## config.mk

```make
export PLATFORM = sky130hd
export DESIGN_NAME = spi_xfer
export DESIGN_NICKNAME = d
export VERILOG_FILES = /design/src/rtl/bk_spi_pkg.sv /design/src/rtl/spi_xfer.sv
export SDC_FILE = /design/constraint.sdc
export NUM_CORES = 1
export LEC_CHECK = 0
export BUFFER_PORTS_ARGS = -buffer_cell sky130_fd_sc_hd__buf_2
export CORE_MARGIN = 2
export CORE_UTILIZATION = 45
export CTS_CLUSTER_DIAMETER = 60
export DETAILED_ROUTE_END_ITERATION = 12
export PLACE_DENSITY = 0.7
export SLEW_MARGIN = 20
export SYNTH_ARGS = -nofsm -noshare
export SYNTH_HDL_FRONTEND = slang
export SYNTH_SLANG_ARGS = --single-unit
```

## constraint.sdc

```tcl
create_clock -name clk -period 2.3 [get_ports clk]
set_input_delay 0.115 -clock clk [delete_from_list [all_inputs] [get_ports clk]]
set_output_delay 0.115 -clock clk [all_outputs]
set_load 0.03 [all_outputs]
```

## src/rtl/bk_spi_pkg.sv

```systemverilog
// Shared types and constants for the USRREG SPI byte shifter.
package bk_spi_pkg;

  localparam int unsigned DIV_DEFAULT = 4;
  localparam int unsigned BYTE_W      = 8;
  localparam int unsigned DIV_CNT_W   = 8;
  localparam int unsigned BIT_CNT_W   = 3;

  typedef enum logic {
    IDLE  = 1'b0,
    SHIFT = 1'b1
  } state_t;

endpackage

```

## src/rtl/spi_xfer.sv

```systemverilog
// SPI mode-0 master that shifts one byte per wren rising edge.
// Reports busy on dsr and latches overrun when a request arrives mid-transfer.
module spi_xfer
  import bk_spi_pkg::*;
#(
  parameter int unsigned DIV = DIV_DEFAULT
) (
  input  logic              clk,
  input  logic              reset_n,
  input  logic              wren,
  input  logic [BYTE_W-1:0] din,
  output logic [BYTE_W-1:0] dout,
  output logic              dsr,
  output logic              ovr,
  output logic              sclk,
  output logic              mosi,
  input  logic              miso
);

  localparam logic [DIV_CNT_W-1:0] DIV_LAST = DIV_CNT_W'(DIV - 1);
  localparam logic [BIT_CNT_W-1:0] BIT_LAST = BIT_CNT_W'(BYTE_W - 1);

  state_t               state_q, state_d;
  logic                 wren_q;
  logic                 wren_edge;
  logic [DIV_CNT_W-1:0] div_q, div_d;
  logic [BIT_CNT_W-1:0] bit_q, bit_d;
  logic [BYTE_W-1:0]    tx_q, tx_d;
  logic [BYTE_W-1:0]    rx_q, rx_d;
  logic [BYTE_W-1:0]    dout_d;
  logic                 dsr_d, ovr_d, sclk_d, mosi_d;

  assign wren_edge = wren & ~wren_q;

  // Next-state and next-output logic
  always_comb begin
    state_d = state_q;
    div_d   = div_q;
    bit_d   = bit_q;
    tx_d    = tx_q;
    rx_d    = rx_q;
    dout_d  = dout;
    dsr_d   = dsr;
    ovr_d   = ovr;
    sclk_d  = sclk;
    mosi_d  = mosi;
    case (state_q)
      IDLE: begin
        if (wren_edge) begin
          tx_d    = din;
          mosi_d  = din[BYTE_W-1];
          sclk_d  = 1'b0;
          div_d   = '0;
          bit_d   = '0;
          dsr_d   = 1'b0;
          ovr_d   = 1'b0;
          state_d = SHIFT;
        end
      end
      SHIFT: begin
        // A request while busy (including the completion cycle) is dropped
        if (wren_edge) ovr_d = 1'b1;
        if (div_q == DIV_LAST) begin
          div_d  = '0;
          sclk_d = ~sclk;
          if (!sclk) begin
            rx_d = {rx_q[BYTE_W-2:0], miso};
          end else if (bit_q != BIT_LAST) begin
            bit_d  = BIT_CNT_W'(bit_q + 1'b1);
            tx_d   = {tx_q[BYTE_W-2:0], tx_q[BYTE_W-1]};
            mosi_d = tx_q[BYTE_W-2];
          end else begin
            dout_d  = rx_q;
            dsr_d   = 1'b1;
            mosi_d  = 1'b1;
            state_d = IDLE;
          end
        end else begin
          div_d = DIV_CNT_W'(div_q + 1'b1);
        end
      end
      default: state_d = IDLE;
    endcase
  end

  // wren_q tracks wren even in reset so a held strobe cannot start a transfer
  always_ff @(posedge clk) begin
    if (!reset_n) begin
      state_q <= IDLE;
      wren_q  <= wren;
      div_q   <= '0;
      bit_q   <= '0;
      tx_q    <= '0;
      rx_q    <= '0;
      dout    <= '1;
      dsr     <= 1'b1;
      ovr     <= 1'b0;
      sclk    <= 1'b0;
      mosi    <= 1'b1;
    end else begin
      state_q <= state_d;
      wren_q  <= wren;
      div_q   <= div_d;
      bit_q   <= bit_d;
      tx_q    <= tx_d;
      rx_q    <= rx_d;
      dout    <= dout_d;
      dsr     <= dsr_d;
      ovr     <= ovr_d;
      sclk    <= sclk_d;
      mosi    <= mosi_d;
    end
  end

endmodule

```

==> flow_summary.ini <==
[cts]
cts-root-buf = clkbuf_8
insertion_delay_ns = 0.30
htree_levels = 2
clockBufferDepth = 2
cts_setup_buffers = 0
numCtsBuffers = 5
cts_num_sinks = 41
holdBufCountCts = 1
cts_tree = yes
clk_pin_slew_ns = 0.07
ctsResizeCount = 0

[cells_and_area]
diodes = 0
drive_gt1_frac = 0.230
layoutNonFillerInstCount = 244
multiInputGateArea_sq_um = 863
nets = 210
regArea_sq_um = 821
nFillCells = 356
postLayoutCellArea_sq_um = 2000
area_growth_pct = 14.5

[critical_path]
worstPathArrival_ns = 2.11
cp_slowest_stage_delay_ns = 0.39
crit_path_max_fanout = 12
worstPathRequired_ns = 2.48
worstSetupPathType = flop to flop
path_delay_family = simple AND/OR/NAND/NOR gates
crit_buf_inv = 0
reg2regPathDepth = 5
start_kind = flop
end_kind = flop
reg2reg_from = div_q[0]
rrSetupSlack_ns = 0.37
critPathSlowestCell = o221a_2
cp_cell_sequence = ha_1, nor4b_4, nand4b_2, o221a_2, o21a_1
timing.rr.end = tx_q[0]

[power_and_ir_drop]
switching_share = 0.232
p_clk_frac = 0.372
seqPwrFrac = 0.563
irDropWorstVdd_mv = 0.450
power_frac_comb = 0.065
p_total_uw = 1310
powerDensity_nw_per_um2 = 656
power.switching_uw = 305
internal_power_uw = 1010
p_leak_uw = 0.000908

[global_route]
grt_usage = 0.169
grt_pass1_wl_um = 5500
grt-busiest-layer = met2
overflow = 0
grt_util_met2 = 0.271
grt_max_degree = 26
grt_pass1_vias = 1229
use_met3 = 0.0596
antenna_found_initial = 0
met1_usage = 0.198

[route]
postRouteAntennaNets = 0
post-route-drc-count = 0
viasPerCell = 5.46
routed_wl_um = 3350
routedWlPerCell_um = 13.7
first_iter_violations = 41
vias = 1332
first_pass_iters = 4

[synth]
synth_cell_types = 38
synth.top_cells.by_count = dfxtp_1 (41), nand2_1 (19), mux2i_1 (18)
synth_top_area_cell = dfxtp_1
ys_ff_latch = 41
synth_cells = 171
synth_area_leaders = dfxtp_1 (47%), mux2i_1 (10%), nand2_1 (4.1%), o21a_1 (3.9%), o221a_1 (3.9%)
yosysTopAreaCellShare = 0.470
ys_warn_count = 0
syn_area_per_cell_sq_um = 10.2
synthFlopType = dfxtp_1
seq_area_frac_synth = 0.470
synth_edf_count = 0
syn_area_sq_um = 1750
synth.most_common_cell = dfxtp_1
syn_nets = 186
synthArstFlopShare = 0

[worst_hold_path]
hold_path_end = rx_q[0]
hold_depth = 3
hp-class = input port to flop
hp-start = miso

[sta]
period_share = 0.839
slew_viol_final = 0
skew_ns = 0.0141
relSlewSlack = 0.624
max_freq_mhz = 518
finalHoldViolations = 0
finalCriticalPeriod_ns = 1.93
hold_ws_ns = 0.0728
fin_tns_setup_ns = 0
setup_viol_count_final = 0
rsz0062_at_grt = false
worst_slew_pin_slew_ns = 0.562

[floorplanning]
die_area_sq_um = 4400
core_sq_um = 3690
rows = 22
die_h_um = 66.3
ios = 24
initial_core_util = 0.474
die_x_um = 66.3

[placed_design]
gp_congestion = 0.825
port_buffers = 23
placed_cells = 235
post_dp_cell_area_sq_um = 1890
hpwlAfterDp_um = 2380

[job]
drv_cap = 0

[status]
status = complete, no violations
-- per-stage QoR --
step | worst slack (ns) | util
after global routing | 0.185 | 0.542
after detailed placement | 0.388 | 0.513
after floorplan | 0.680 | -
final | 0.371 | 0.542
after global placement | 0.507 | 0.513
after CTS | 0.384 | 0.542
-- routing by layer --
metal  wire (um)  part of all wire
met1        1560              0.47
met2        1540              0.46
met3         192             0.057
met4          50             0.015
met5           0                 0
-- tightest hold or removal path: stages --
cell and delay [ns]:
buf_2 0.07, mux2i_1 0.05, nor2_1 0.09
-- kinds of logic after synthesis --
group           share of synthesized area
compound gates                      0.160
fa+ha+maj                          0.0215
buf+inv                            0.0358
flops                               0.470
mux                                 0.103
simple gates                        0.209
-- how the worst max path moves through the flow --
stage	start	end	cells after the start
finish	div_q[0]	tx_q[0]	5
floorplan	div_q[0]	tx_q[1]	6
global placement	div_q[0]	tx_q[0]	5
global route	div_q[0]	tx_q[7]	5
CTS	div_q[0]	tx_q[0]	5
detailed placement	div_q[0]	tx_q[0]	5
-- sequential cells by signal, summed over array words and instances (netlist names) --
register	cells
div_q	8
dout	8
rx_q	8
tx_q	8
bit_q	3
dsr	1
mosi	1
ovr	1
sclk	1
state_q	1
wren_q	1
-- cell type report --
cell class / instances / share of cell area
clock inverters: 2 / 0.00688
multi-input cells: 118 / 0.432
inverters: 1 / 0.00188
well taps: 48 / 0.0300
flip-flops and latches: 41 / 0.411
clock buffers: 6 / 0.0413
repair buffers: 28 / 0.0776
-- power by group through the flow --
stage          clock, uW  combinational [uW]  sequential [uW]
2_1_floorplan          0                58.5              754
3_3_place_gp           0                81.1              753
3_5_place_dp           0                84.4              754
4_1_cts              503                86.0              737
5_1_grt              537                94.0              740
6_report             487                85.6              738
-- cell usage in the layout, fill, tap and decap left out, drive strengths merged, types with 4 or more instances in the layout --
cell    count
nor2       10
nand4b      6
buf        27
o221a       8
dfxtp      41
clkbuf      6
nor2b       5
o22ai       4
nand2      19
mux2i      18
o21a        9
nand3       7
Power figures use the tool's default switching activity.
